--- src/rtl/fp_pkg.sv ---
// Shared fp32 types, constants and helpers for the product accumulator.
// Provides field widths, special encodings, the FSM state enum and a leading-zero count.
package fp_pkg;

    localparam int FP32_EXP_W = 8;
    localparam int FP32_MAN_W = 23;
    localparam int FP32_BIAS  = 127;

    localparam logic [30:0] FP32_QNAN = 31'h7FFFFFFF;
    localparam logic [30:0] FP32_INF  = 31'h7F800000;

    typedef struct packed {
        logic                  sign;
        logic [FP32_EXP_W-1:0] exp;
        logic [FP32_MAN_W-1:0] man;
    } fp32_t;

    typedef enum logic [1:0] {
        IDLE,
        ACCUM,
        DONE
    } acc_state_e;

    // Leading zeros of a 24-bit value; 24 when the value is zero.
    // Ascending scan so the highest set bit has the final say.
    function automatic logic [4:0] lzc24(input logic [23:0] v);
        logic [4:0] n;
        n = 5'd24;
        for (int i = 0; i < 24; i++) begin
            if (v[i]) begin
                n = 5'(23 - i);
            end
        end
        return n;
    endfunction

endpackage

--- src/rtl/fp32_adder_rtz.sv ---
// Combinational fp32 adder, truncating toward zero, with NaN/inf flag propagation.
// Ports: a/a_nan/a_inf, b/b_nan/b_inf operands in; sum/sum_nan/sum_inf result out.
module fp32_adder_rtz
    import fp_pkg::*;
(
    input  logic [31:0] a,
    input  logic        a_nan,
    input  logic        a_inf,
    input  logic [31:0] b,
    input  logic        b_nan,
    input  logic        b_inf,
    output logic [31:0] sum,
    output logic        sum_nan,
    output logic        sum_inf
);

    fp32_t       fa;
    fp32_t       fb;
    fp32_t       big;
    fp32_t       sml;
    logic [30:0] mag_a;
    logic [30:0] mag_b;
    logic [7:0]  diff;
    logic [24:0] m_big;
    logic [24:0] m_sml;
    logic [24:0] m_shf;
    logic [24:0] m_sum;
    logic [4:0]  lz;
    logic [23:0] norm;
    logic [9:0]  r_exp;
    logic [22:0] r_man;
    logic        r_uf;
    logic        r_of;
    logic [31:0] fin;
    logic        fin_inf;
    logic        nan_sign;
    logic        inf_sign;

    always_comb begin
        fa    = a;
        fb    = b;
        // exp==0 (zero or subnormal) contributes nothing
        mag_a = (fa.exp == 8'd0) ? 31'd0 : a[30:0];
        mag_b = (fb.exp == 8'd0) ? 31'd0 : b[30:0];
        if (mag_a >= mag_b) begin
            big = fa;
            sml = fb;
        end else begin
            big = fb;
            sml = fa;
        end

        m_big = (big.exp == 8'd0) ? 25'd0 : {2'b01, big.man};
        m_sml = (sml.exp == 8'd0) ? 25'd0 : {2'b01, sml.man};
        diff  = big.exp - sml.exp;
        m_shf = (diff >= 8'd25) ? 25'd0 : (m_sml >> diff);

        // big magnitude >= shifted small, so the difference never wraps
        if (big.sign ^ sml.sign) begin
            m_sum = m_big - m_shf;
        end else begin
            m_sum = m_big + m_shf;
        end

        lz   = lzc24(m_sum[23:0]);
        norm = m_sum[23:0] << lz;
        if (m_sum[24]) begin
            r_exp = {2'b00, big.exp} + 10'd1;
            r_man = m_sum[23:1];
        end else begin
            r_exp = {2'b00, big.exp} - {5'd0, lz};
            r_man = norm[22:0];
        end

        // r_exp[9] marks a wrapped (negative) exponent
        r_uf = r_exp[9] || (r_exp == 10'd0) || (m_sum == 25'd0);
        r_of = !r_exp[9] && (r_exp >= 10'd255);

        fin_inf = 1'b0;
        if (r_uf) begin
            fin = 32'd0;
        end else if (r_of) begin
            fin     = {big.sign, FP32_INF};
            fin_inf = 1'b1;
        end else begin
            fin = {big.sign, r_exp[7:0], r_man};
        end

        nan_sign = a_nan ? fa.sign : (b_nan ? fb.sign : 1'b0);
        inf_sign = a_inf ? fa.sign : (b_inf ? fb.sign : big.sign);

        sum_nan = a_nan || b_nan ||
                  (a_inf && b_inf && (fa.sign != fb.sign));
        sum_inf = !sum_nan && (a_inf || b_inf || fin_inf);

        if (sum_nan) begin
            sum = {nan_sign, FP32_QNAN};
        end else if (sum_inf) begin
            sum = {inf_sign, FP32_INF};
        end else begin
            sum = fin;
        end
    end

endmodule

--- src/rtl/fp32_product_accumulator.sv ---
// Sums a handshaked stream of fp32 products into one held fp32 result.
// Ports: clk, rstn; in_valid/in_ready/in_data/in_nan/in_inf/in_last; out_valid/out_ready/out_data/out_nan/out_inf/out_count.
module fp32_product_accumulator
    import fp_pkg::*;
#(
    parameter  int MAX_TERMS = 16,
    localparam int CNT_W     = $clog2(MAX_TERMS + 1)
) (
    input  logic             clk,
    input  logic             rstn,
    input  logic             in_valid,
    output logic             in_ready,
    input  logic [31:0]      in_data,
    input  logic             in_nan,
    input  logic             in_inf,
    input  logic             in_last,
    output logic             out_valid,
    input  logic             out_ready,
    output logic [31:0]      out_data,
    output logic             out_nan,
    output logic             out_inf,
    output logic [CNT_W-1:0] out_count
);

    acc_state_e       state;
    acc_state_e       state_nx;
    logic [31:0]      acc;
    logic             acc_nan;
    logic             acc_inf;
    logic [CNT_W-1:0] count;
    logic [CNT_W-1:0] cnt_inc;
    logic             first;
    logic             at_max;
    logic             accept;
    logic [31:0]      add_a;
    logic [31:0]      add_sum;
    logic             add_nan;
    logic             add_inf;

    // A new sum starts from zero rather than clearing acc on the take
    assign first   = (state == IDLE);
    assign cnt_inc = first ? CNT_W'(1) : count + CNT_W'(1);
    assign at_max  = (cnt_inc == CNT_W'(MAX_TERMS));
    assign accept  = in_valid && in_ready;
    assign add_a   = first ? 32'd0 : acc;

    fp32_adder_rtz u_add (
        .a       (add_a),
        .a_nan   (!first && acc_nan),
        .a_inf   (!first && acc_inf),
        .b       (in_data),
        .b_nan   (in_nan),
        .b_inf   (in_inf),
        .sum     (add_sum),
        .sum_nan (add_nan),
        .sum_inf (add_inf)
    );

    always_ff @(posedge clk or negedge rstn) begin
        if (!rstn) begin
            state <= IDLE;
        end else begin
            state <= state_nx;
        end
    end

    always_comb begin
        state_nx  = state;
        in_ready  = 1'b0;
        out_valid = 1'b0;
        unique case (state)
            IDLE, ACCUM: begin
                // low while reset is held even though state reads IDLE
                in_ready = rstn;
                if (in_valid && rstn) begin
                    if (in_last || at_max) begin
                        state_nx = DONE;
                    end else begin
                        state_nx = ACCUM;
                    end
                end
            end
            DONE: begin
                out_valid = 1'b1;
                if (out_ready) begin
                    state_nx = IDLE;
                end
            end
            default: state_nx = IDLE;
        endcase
    end

    always_ff @(posedge clk or negedge rstn) begin
        if (!rstn) begin
            acc     <= 32'd0;
            acc_nan <= 1'b0;
            acc_inf <= 1'b0;
            count   <= '0;
        end else if (accept) begin
            acc     <= add_sum;
            acc_nan <= add_nan;
            acc_inf <= add_inf;
            count   <= cnt_inc;
        end
    end

    // Partial sums stay internal; outputs read zero until the result is valid
    assign out_data  = out_valid ? acc : 32'd0;
    assign out_nan   = out_valid && acc_nan;
    assign out_inf   = out_valid && acc_inf;
    assign out_count = out_valid ? count : '0;

endmodule

--- config.mk ---
export PLATFORM = sky130hd
export DESIGN_NAME = fp32_product_accumulator
export DESIGN_NICKNAME = d
export VERILOG_FILES = /design/src/rtl/fp_pkg.sv /design/src/rtl/fp32_adder_rtz.sv /design/src/rtl/fp32_product_accumulator.sv
export SDC_FILE = /design/constraint.sdc
export NUM_CORES = 1
export LEC_CHECK = 0
export ABC_AREA = 1
export CAP_MARGIN = 25
export CORE_ASPECT_RATIO = 0.8
export CORE_MARGIN = 5
export CORE_UTILIZATION = 43
export DETAILED_ROUTE_END_ITERATION = 10
export REMOVE_ABC_BUFFERS = 1
export SYNTH_ARGS = -nofsm -noshare
export SYNTH_HDL_FRONTEND = slang
export SYNTH_HIERARCHICAL = 1
export SYNTH_SLANG_ARGS = --single-unit
--- constraint.sdc ---
create_clock -name clk -period 24.6 [get_ports clk]
set_input_delay 4.92 -clock clk [delete_from_list [all_inputs] [get_ports clk]]
set_output_delay 4.92 -clock clk [all_outputs]
set_load 0.01 [all_outputs]
==> impl_metrics.csv, run 1 <==
group,metric,value,unit
run_status,status,"complete, no violations",
synthesis,ys.flop_type,"dfrtp_1",
drt,first_iter_violations,1370,
global_route,grt_max_degree,83,
timing,max-slew-margin-rel,38.65,%
finish,diodes,0,
cts,tritoncts,"yes",
worst_setup_path,crit_arrival,17.56,ns
finish,nFillCells,2593,
finish,area_growth,9.938,%
worst_setup_path,crit_path_max_incr_delay,0.76,ns
drt,wl_per_cell,17.59,um
cts,hold_buffers,0,
floorplanning,die_w,182.5,um
job,drv_cap,0,
drt,totalWireLength,38.33,mm
synthesis,synth.distinct_cells,54,
global_route,grt_pass1_vias,10340,
global_route,grt_overflow,0,
floorplanning,initial_core_util,43.75,%
floorplanning,core_area,23400,sq um
worst_setup_path,path_buf_inv,9,
worst_setup_path,cp_slowest_cell,"ha_1",
global_route,grt_first_pass_wirelength,58.43,mm
cts,postCtsSetupBuffers,0,
place,port_buffers,79,
cts,cts-root-buf,"clkbuf_16",
drt,vias_per_cell,5.555,
timing,fin_skew,0.005201,ns
worst_setup_path,crit_path_start_kind,"input pin",
synthesis,ys_seq_area_share,10.02,%
cts,htree_levels,2,
worst_hold_path,hold_class,"flip-flop to flip-flop",
worst_setup_path,cp_top_family,"simple AND/OR/NAND/NOR gates",
floorplanning,fp.dieH,148,um
synthesis,ys_async_sr_fraction,100.0,%
drt,firstDrtPassIters,6,
timing,drv_slew,0,
timing,fmaxAchievable,57.45,MHz
finish,multi_input_area,7908,sq um
synthesis,synth_seq_cells,41,
drt,vias,12100,
finish,regArea,1026,sq um
synthesis,synth_edf_count,0,
finish,drive_gt1_share,6.267,%
global_route,grt_usage,27.06,%
synthesis,synthSimpleGateAreaFrac,47.13,%
place,post_dp_cell_area,11050,sq um
timing,setup_viol,0,
worst_setup_path,end_kind,"flip-flop",
cts,cts_made_buffers,5,
synthesis,ys_warn_count,6,
timing,holdWs,0.5548,ns
synthesis,synthAdderAreaFrac,8.459,%
cts,worstSkewPairLatency,0.29,ns
place,place.gp.congestion,0.9770,
place,dp_hpwl,31.32,mm
timing,setup_ws,7.192,ns
synthesis,netlist_area,10240,sq um
timing,fin_crit,17.41,ns
finish,layout_common_cells,"nand2_1, inv_1, nand3_1",
worst_setup_path,crit_required,24.75,ns
place,post-place-ws,6.915,ns
timing,tns,0,ns
timing,worst_slew_pin_slew,0.9180,ns
worst_setup_path,cpMostUsedCell,"nand2_1",
floorplanning,num_rows,50,
cts,cts.path.max_buffers,2,
floorplanning,ios,80,
worst_setup_path,crit_type,"input pin to flip-flop",
cts,clk_pin_slew_worst_paths,0.06,ns
synthesis,muxShareOfSynthArea,0.3056,%
global_route,antenna_found_initial,0,
floorplanning,die_area,27010,sq um
synthesis,synth_area_per_cell,5.515,sq um
synthesis,synthXorXnorAreaFrac,5.366,%
drt,route.detailed.drc,0,
finish,nets,1973,
timing,post-route-period-util,70.76,%
drt,final_antenna_net_count,0,
timing,rsz0062_at_grt,"false",
finish,layout_commonest_cell,"nand2_1",
worst_setup_path,worstPathMaxFanout,82,
finish,fin_area,11250,sq um
synthesis,synth_compound_area_share,15.85,%
synthesis,synth_cells,1856,
cts,cts.sink_count,41,
synthesis,synth_top_family_by_area,"simple AND/OR/NAND/NOR gates",
cts,cts_resized,0,
timing,finalHoldViolations,0,
==> worst min-delay path, delay by kind of cell, from the launching register on <==
family | cells | cell delay (ns)
and+or+nand+nor | 1 | 0.06
DFF | 1 | 0.39
AOI/OAI and AO/OA | 1 | 0.07
==> per-stage QoR <==
stage | util (%) | instances
floorplan | - | 1766
global route | 48.10 | 2179
CTS | 47.89 | 2177
global placement | 47.22 | 2169
finish | 48.10 | 2179
detailed placement | 47.22 | 2169
==> registers in the layout, indices dropped and copies added (netlist names) <==
register and count:
acc_nan 1, count 5, state 2, acc 32
acc_inf 1
==> layout make-up <==
cell class,instances,share of cell area [%]
inverter,226,7.538
tap,312,3.469
multi-input combinational,1499,70.27
clock inverter,1,0.04447
clock buffer,7,1.356
timing repair buffer,93,8.205
sequential,41,9.117
==> synth_stat cells, types with 9 or more instances <==
library cell | count | area, sq um
nand3_1 | 211 | 1056
o21ai_0 | 121 | 605.6
nand2_1 | 515 | 1933
a22oi_1 | 9 | 67.56
buf_2 | 17 | 85.08
clkbuf_1 | 54 | 202.7
nand4_1 | 45 | 281.5
ha_1 | 66 | 825.8
a211oi_1 | 22 | 165.2
nor2_2 | 11 | 68.82
nor2_1 | 209 | 784.5
dfrtp_1 | 41 | 1026
nand3_2 | 14 | 140.1
nor3_1 | 9 | 45.04
a21oi_1 | 73 | 365.4
buf_6 | 11 | 123.9
xnor2_1 | 15 | 131.4
nand2_2 | 20 | 125.1
inv_1 | 213 | 799.5
o21ai_1 | 27 | 135.1
xor2_1 | 44 | 385.4
o211ai_1 | 9 | 67.56
or2_2 | 13 | 81.33
==> final timing paths <==
path / from / endpoint / slack [ns] / cells after the start
worst max-delay path: in_data[30] / acc[18]$_DFFE_PN0P_ / 7.19 / 70
worst min-delay path: count[3]$_DFFE_PN0P_ / count[3]$_DFFE_PN0P_ / 0.55 / 2
worst max register to register: state[0]$_DFFE_PN0P_ / acc[18]$_DFFE_PN0P_ / 10.72 / 71
worst min register to register: count[3]$_DFFE_PN0P_ / count[3]$_DFFE_PN0P_ / 0.55 / 2
max in group asynchronous: rstn / acc[10]$_DFFE_PN0P_ / 19.61 / 2
min in group asynchronous: rstn / count[0]$_DFFE_PN0P_ / 4.51 / 1
==> layer usage <==
layer	routed length (um)	vias up	GRT usage [%]
li1	-	6067	-
met4	785	0	5.439
met2	15440	506	37.92
met3	3696	49	6.322
met5	0	-	0
met1	18410	5482	41.76
==> kinds of logic after synthesis <==
group	count (synthesis)
AND/OR/NAND/NOR	1080
buffers and inverters	316
AO/OA/AOI/OAI	287
adder cells (fa/ha/maj)	68
XOR/XNOR	61
flip-flops	41
multiplexers	3
Power of run 1 is not shown: default switching activity piles up to over one toggle a cycle in this logic, so the estimate is an artifact.
==> inputs of run 2 (changes only) <==
- clock period: 24.6 -> 15.3 ns (I/O delays scaled with it)
==> impl_metrics.csv, run 2 (same netlist as run 1, synthesis figures left out) <==
group,metric,value,unit
run_status,status,"complete, no violations",
worst_setup_path,rrSetupSlack,2.49,ns
finish,area_growth,11.45,%
finish,multi_input_area,7955,sq um
drt,first_iter_violations,1520,
finish,diodes,0,
floorplanning,core_area,23400,sq um
drt,wl_per_cell,18.07,um
global_route,grt_max_degree,83,
floorplanning,die_area,27010,sq um
floorplanning,num_rows,50,
timing,setup_viol,0,
cts,tritoncts,"yes",
timing,rsz0062_at_grt,"false",
drt,totalWireLength,39.71,mm
worst_setup_path,cp_slowest_cell,"clkdlybuf4s50_1",
finish,layout_commonest_cell,"nand2_1",
cts,hold_buffers,0,
drt,vias_per_cell,5.611,
global_route,grt_pass1_vias,10660,
finish,nets,1992,
drt,vias,12330,
floorplanning,ios,80,
place,dp_hpwl,32.21,mm
floorplanning,initial_core_util,43.75,%
cts,cts-root-buf,"clkbuf_16",
timing,fmaxAchievable,70.05,MHz
floorplanning,die_w,182.5,um
timing,max-slew-margin-rel,40.47,%
worst_setup_path,reg2reg_to,"acc[14]$_DFFE_PN0P_",
worst_setup_path,crit_end,"acc[14]$_DFFE_PN0P_",
cts,cts_made_buffers,5,
drt,firstDrtPassIters,9,
worst_setup_path,crit_path_start_kind,"input pin",
timing,fin_skew,0.006121,ns
finish,drive_gt1_share,7.317,%
finish,reg.largest.list,"acc x32, count x5, state x2",
timing,fin_crit,14.27,ns
finish,regMostFlops,"acc",
timing,finalHoldViolations,0,
global_route,antenna_found_initial,1,
worst_hold_path,hold_class,"flip-flop to flip-flop",
finish,nFillCells,2618,
finish,regArea,1026,sq um
worst_setup_path,worstPathMaxFanout,41,
job,drv_cap,0,
worst_setup_path,crit_arrival,14.48,ns
place,port_buffers,79,
worst_setup_path,ff2ff_path_depth,74,
worst_setup_path,crit_path_max_incr_delay,0.53,ns
finish,largest_reg_flops,32,
cts,clk_pin_slew_worst_paths,0.05,ns
cts,cts.sink_count,41,
worst_setup_path,crit_type,"input pin to flip-flop",
worst_setup_path,critPathLaunch,"in_data[25]",
drt,final_antenna_net_count,0,
worst_setup_path,crit_required,15.50,ns
global_route,grt_usage,27.77,%
global_route,grt_first_pass_wirelength,60.07,mm
timing,tns,0,ns
worst_setup_path,r2r-start,"state[0]$_DFFE_PN0P_",
worst_setup_path,cpMostUsedCell,"nand2_1",
global_route,grt_overflow,0,
timing,worst_slew_pin_slew,0.8930,ns
cts,cts.path.max_buffers,2,
cts,htree_levels,2,
floorplanning,fp.dieH,148,um
timing,drv_slew,0,
finish,layout_common_cells,"nand2_1, inv_1, nand3_1",
place,place.gp.congestion,1.029,
drt,route.detailed.drc,0,
timing,post-route-period-util,93.30,%
worst_setup_path,end_kind,"flip-flop",
cts,worstSkewPairLatency,0.29,ns
run 2: per-stage QoR:
stage	hold WS (ns)	area, sq um	util (%)	setup slack [ns]	std cells
floorplan	0.4961	9768	-	1.054	1766
global placement	0.5400	11130	47.57	0.5326	2180
detailed placement	0.5479	11130	47.57	0.4043	2180
CTS	0.5599	11270	48.16	0.6376	2188
global route	0.5926	11410	48.76	0.08490	2198
finish	0.5545	11410	48.76	1.025	2198
run 2: repair_timing:
item / CTS / global route
buffers inserted: 0 / 6
resized for setup: 0 / 11
setup endpoints to repair: 0 / 33
run 2: cell type report:
cell class,instances,share of cell area [%]
Clock buffer,8,1.195
Inverter,226,7.469
Multi-Input combinational cell,1500,69.73
Sequential cell,41,8.993
Tap cell,312,3.422
Timing Repair Buffer,108,9.015
Timing Repair inverter,3,0.1755
run 2: worst max-delay path, delay by kind of cell:
kind,cells,cell delay [ns]
buffers and inverters,9,1.57
xor gates and xnor gates,3,0.53
adders and majority gates,5,1.44
AOI/OAI and AO/OA,14,2.39
and+or+nand+nor,44,5.43
run 2: worst min path at each step:
stage / from / to / slack [ns] / depth (start not counted)
6_report: acc[23]$_DFFE_PN0P_ / acc[23]$_DFFE_PN0P_ / 0.55 / 2
5_1_grt: acc[4]$_DFFE_PN0P_ / acc[4]$_DFFE_PN0P_ / 0.59 / 2
4_1_cts: acc[23]$_DFFE_PN0P_ / acc[23]$_DFFE_PN0P_ / 0.56 / 2
3_5_place_dp: acc[23]$_DFFE_PN0P_ / acc[23]$_DFFE_PN0P_ / 0.55 / 2
3_3_place_gp: count[3]$_DFFE_PN0P_ / count[3]$_DFFE_PN0P_ / 0.54 / 2
2_1_floorplan: count[3]$_DFFE_PN0P_ / count[3]$_DFFE_PN0P_ / 0.50 / 2
run 2: metal layers:
metal	vias to the layer above	track usage [%]	share of wire, %
li1	6101	-	-
met1	5612	41.37	46
met2	572	41.28	42
met3	47	6.716	11
met4	2	4.126	1.5
met5	-	0	0.033
Power of run 2 is left out for the same reason.
==> inputs of run 3 (changes only) <==
==> constraint.sdc (replaced) <==
create_clock -name clk -period 15.3 [get_ports clk]
set_input_delay 4.59 -clock clk [delete_from_list [all_inputs] [get_ports clk]]
set_output_delay 4.59 -clock clk [all_outputs]
set_load 0.01 [all_outputs]
==> impl_metrics.csv, run 3 (same netlist as run 1, synthesis figures left out) <==
group,metric,value,unit
run_status,status,"complete, no violations",
timing,max-slew-margin-rel,37.00,%
cts,clk_pin_slew_worst_paths,0.06,ns
timing,setup_viol,0,
drt,wl_per_cell,17.75,um
worst_setup_path,crit_arrival,14.54,ns
floorplanning,die_area,27010,sq um
cts,cts.sink_count,41,
cts,tritoncts,"yes",
drt,final_antenna_net_count,0,
timing,drv_slew,0,
drt,first_iter_violations,1403,
place,place.gp.congestion,0.9846,
cts,cts_made_buffers,5,
drt,route.detailed.drc,0,
worst_setup_path,cp_top_family,"simple AND/OR/NAND/NOR gates",
worst_setup_path,crit_path_max_incr_delay,0.53,ns
global_route,grt_max_degree,55,
finish,diodes,0,
finish,drive_gt1_share,11.22,%
cts,worstSkewPairLatency,0.29,ns
finish,nets,2023,
floorplanning,core_area,23400,sq um
finish,layout_commonest_cell,"nand2_1",
place,dp_hpwl,32.22,mm
worst_setup_path,crit_type,"input pin to flip-flop",
global_route,grt_usage,27.85,%
timing,post-route-period-util,94.10,%
cts,cts-root-buf,"clkbuf_16",
worst_setup_path,r2r-start,"state[0]$_DFFE_PN0P_",
finish,largest_reg_flops,32,
cts,htree_levels,2,
global_route,antenna_found_initial,1,
worst_hold_path,hold_class,"flip-flop to flip-flop",
drt,totalWireLength,39.56,mm
worst_setup_path,cp_slowest_cell,"clkdlybuf4s50_1",
finish,reg.largest.list,"acc x32, count x5, state x2",
finish,area_growth,16.12,%
global_route,grt_pass1_vias,10950,
floorplanning,fp.dieH,148,um
global_route,grt_first_pass_wirelength,60.60,mm
floorplanning,num_rows,50,
finish,regMostFlops,"acc",
timing,fmaxAchievable,69.46,MHz
timing,worst_slew_pin_slew,0.9449,ns
floorplanning,die_w,182.5,um
drt,vias,12440,
worst_setup_path,end_kind,"flip-flop",
worst_setup_path,cpMostUsedCell,"nand2_1",
worst_setup_path,path_buf_inv,12,
global_route,grt_overflow,0,
worst_hold_path,min_from,"count[3]$_DFFE_PN0P_",
timing,finalHoldViolations,0,
finish,fin_util,50.80,%
finish,nFillCells,2578,
finish,layout_common_cells,"nand2_1, nand3_1, inv_1",
worst_setup_path,worstPathMaxFanout,22,
floorplanning,ios,80,
worst_setup_path,crit_path_start_kind,"input pin",
place,port_buffers,79,
timing,fin_crit,14.40,ns
cts,hold_buffers,0,
cts,cts.path.max_buffers,2,
worst_setup_path,crit_required,15.45,ns
job,drv_cap,0,
worst_setup_path,critPathLaunch,"in_data[30]",
floorplanning,initial_core_util,43.75,%
timing,holdWs,0.5538,ns
drt,vias_per_cell,5.580,
drt,firstDrtPassIters,6,
timing,fin_skew,0.003537,ns
==> run 3: cell count changes in the layout (fill, tap and decap cells not counted), moves of 5 or more <==
cell     change
a21oi_1      -7
a21oi_2      +7
buf_4       +27
inv_2        +5
nand2_1      -8
nand2_2      +7
nor2_2       +5
o21ai_0      -9
o21ai_2      +5
xor2_1       -6
xor2_2       +6
==> run 3: cell type report <==
cell class / instances / area [sq um] / share of cell area [%]
tap: 312 / 390.4 / 3.284
clock inverter: 1 / 5.005 / 0.04211
multi-input combinational: 1500 / 8118 / 68.29
inverter: 226 / 852.1 / 7.168
timing repair buffer: 142 / 1343 / 11.29
sequential: 41 / 1026 / 8.632
clock buffer: 7 / 152.6 / 1.284
==> run 3: stage by stage <==
stage          cells  setup WS [ns]  setup TNS [ns]  area, sq um
2_1_floorplan   1766        -0.4759          -13.85         9768
3_3_place_gp    2208         0.1891               0        11380
3_5_place_dp    2208        0.09629               0        11380
4_1_cts         2216         0.3509               0        11540
5_1_grt         2229       -0.05568         -0.2065        11890
6_report        2229         0.9030               0        11890
==> run 3: layer usage <==
layer  vias up  GRT usage (%)  routed length, um
met3        45          4.625               3649
li1       6163              -                  -
met5         -              0                  7
met2       520          41.47              16560
met4         2          3.526                504
met1      5708          42.98              18840
==> run 3: worst min-delay path, cell delays in order (launching register included) <==
cell and delay [ns]:
dfrtp_1 0.39, nand2_1 0.06, o21ai_0 0.07
==> run 3: timing repair <==
action	4_1_cts	5_1_grt
endpoints found under the setup margin	0	33
setup buffers	0	12
gates resized for setup	0	66
==> run 3: worst paths after layout <==
path,depth (start not counted),to,slack (ns)
worst max-delay path,81,acc[31]$_DFFE_PN0P_,0.90
worst min-delay path,2,count[3]$_DFFE_PN0P_,0.55
worst max register to register,81,acc[31]$_DFFE_PN0P_,3.80
worst min register to register,2,count[3]$_DFFE_PN0P_,0.55
max in group asynchronous,2,acc[2]$_DFFE_PN0P_,10.54
min in group asynchronous,2,count[1]$_DFFE_PN0P_,4.36
Power of run 3 is left out for the same reason.
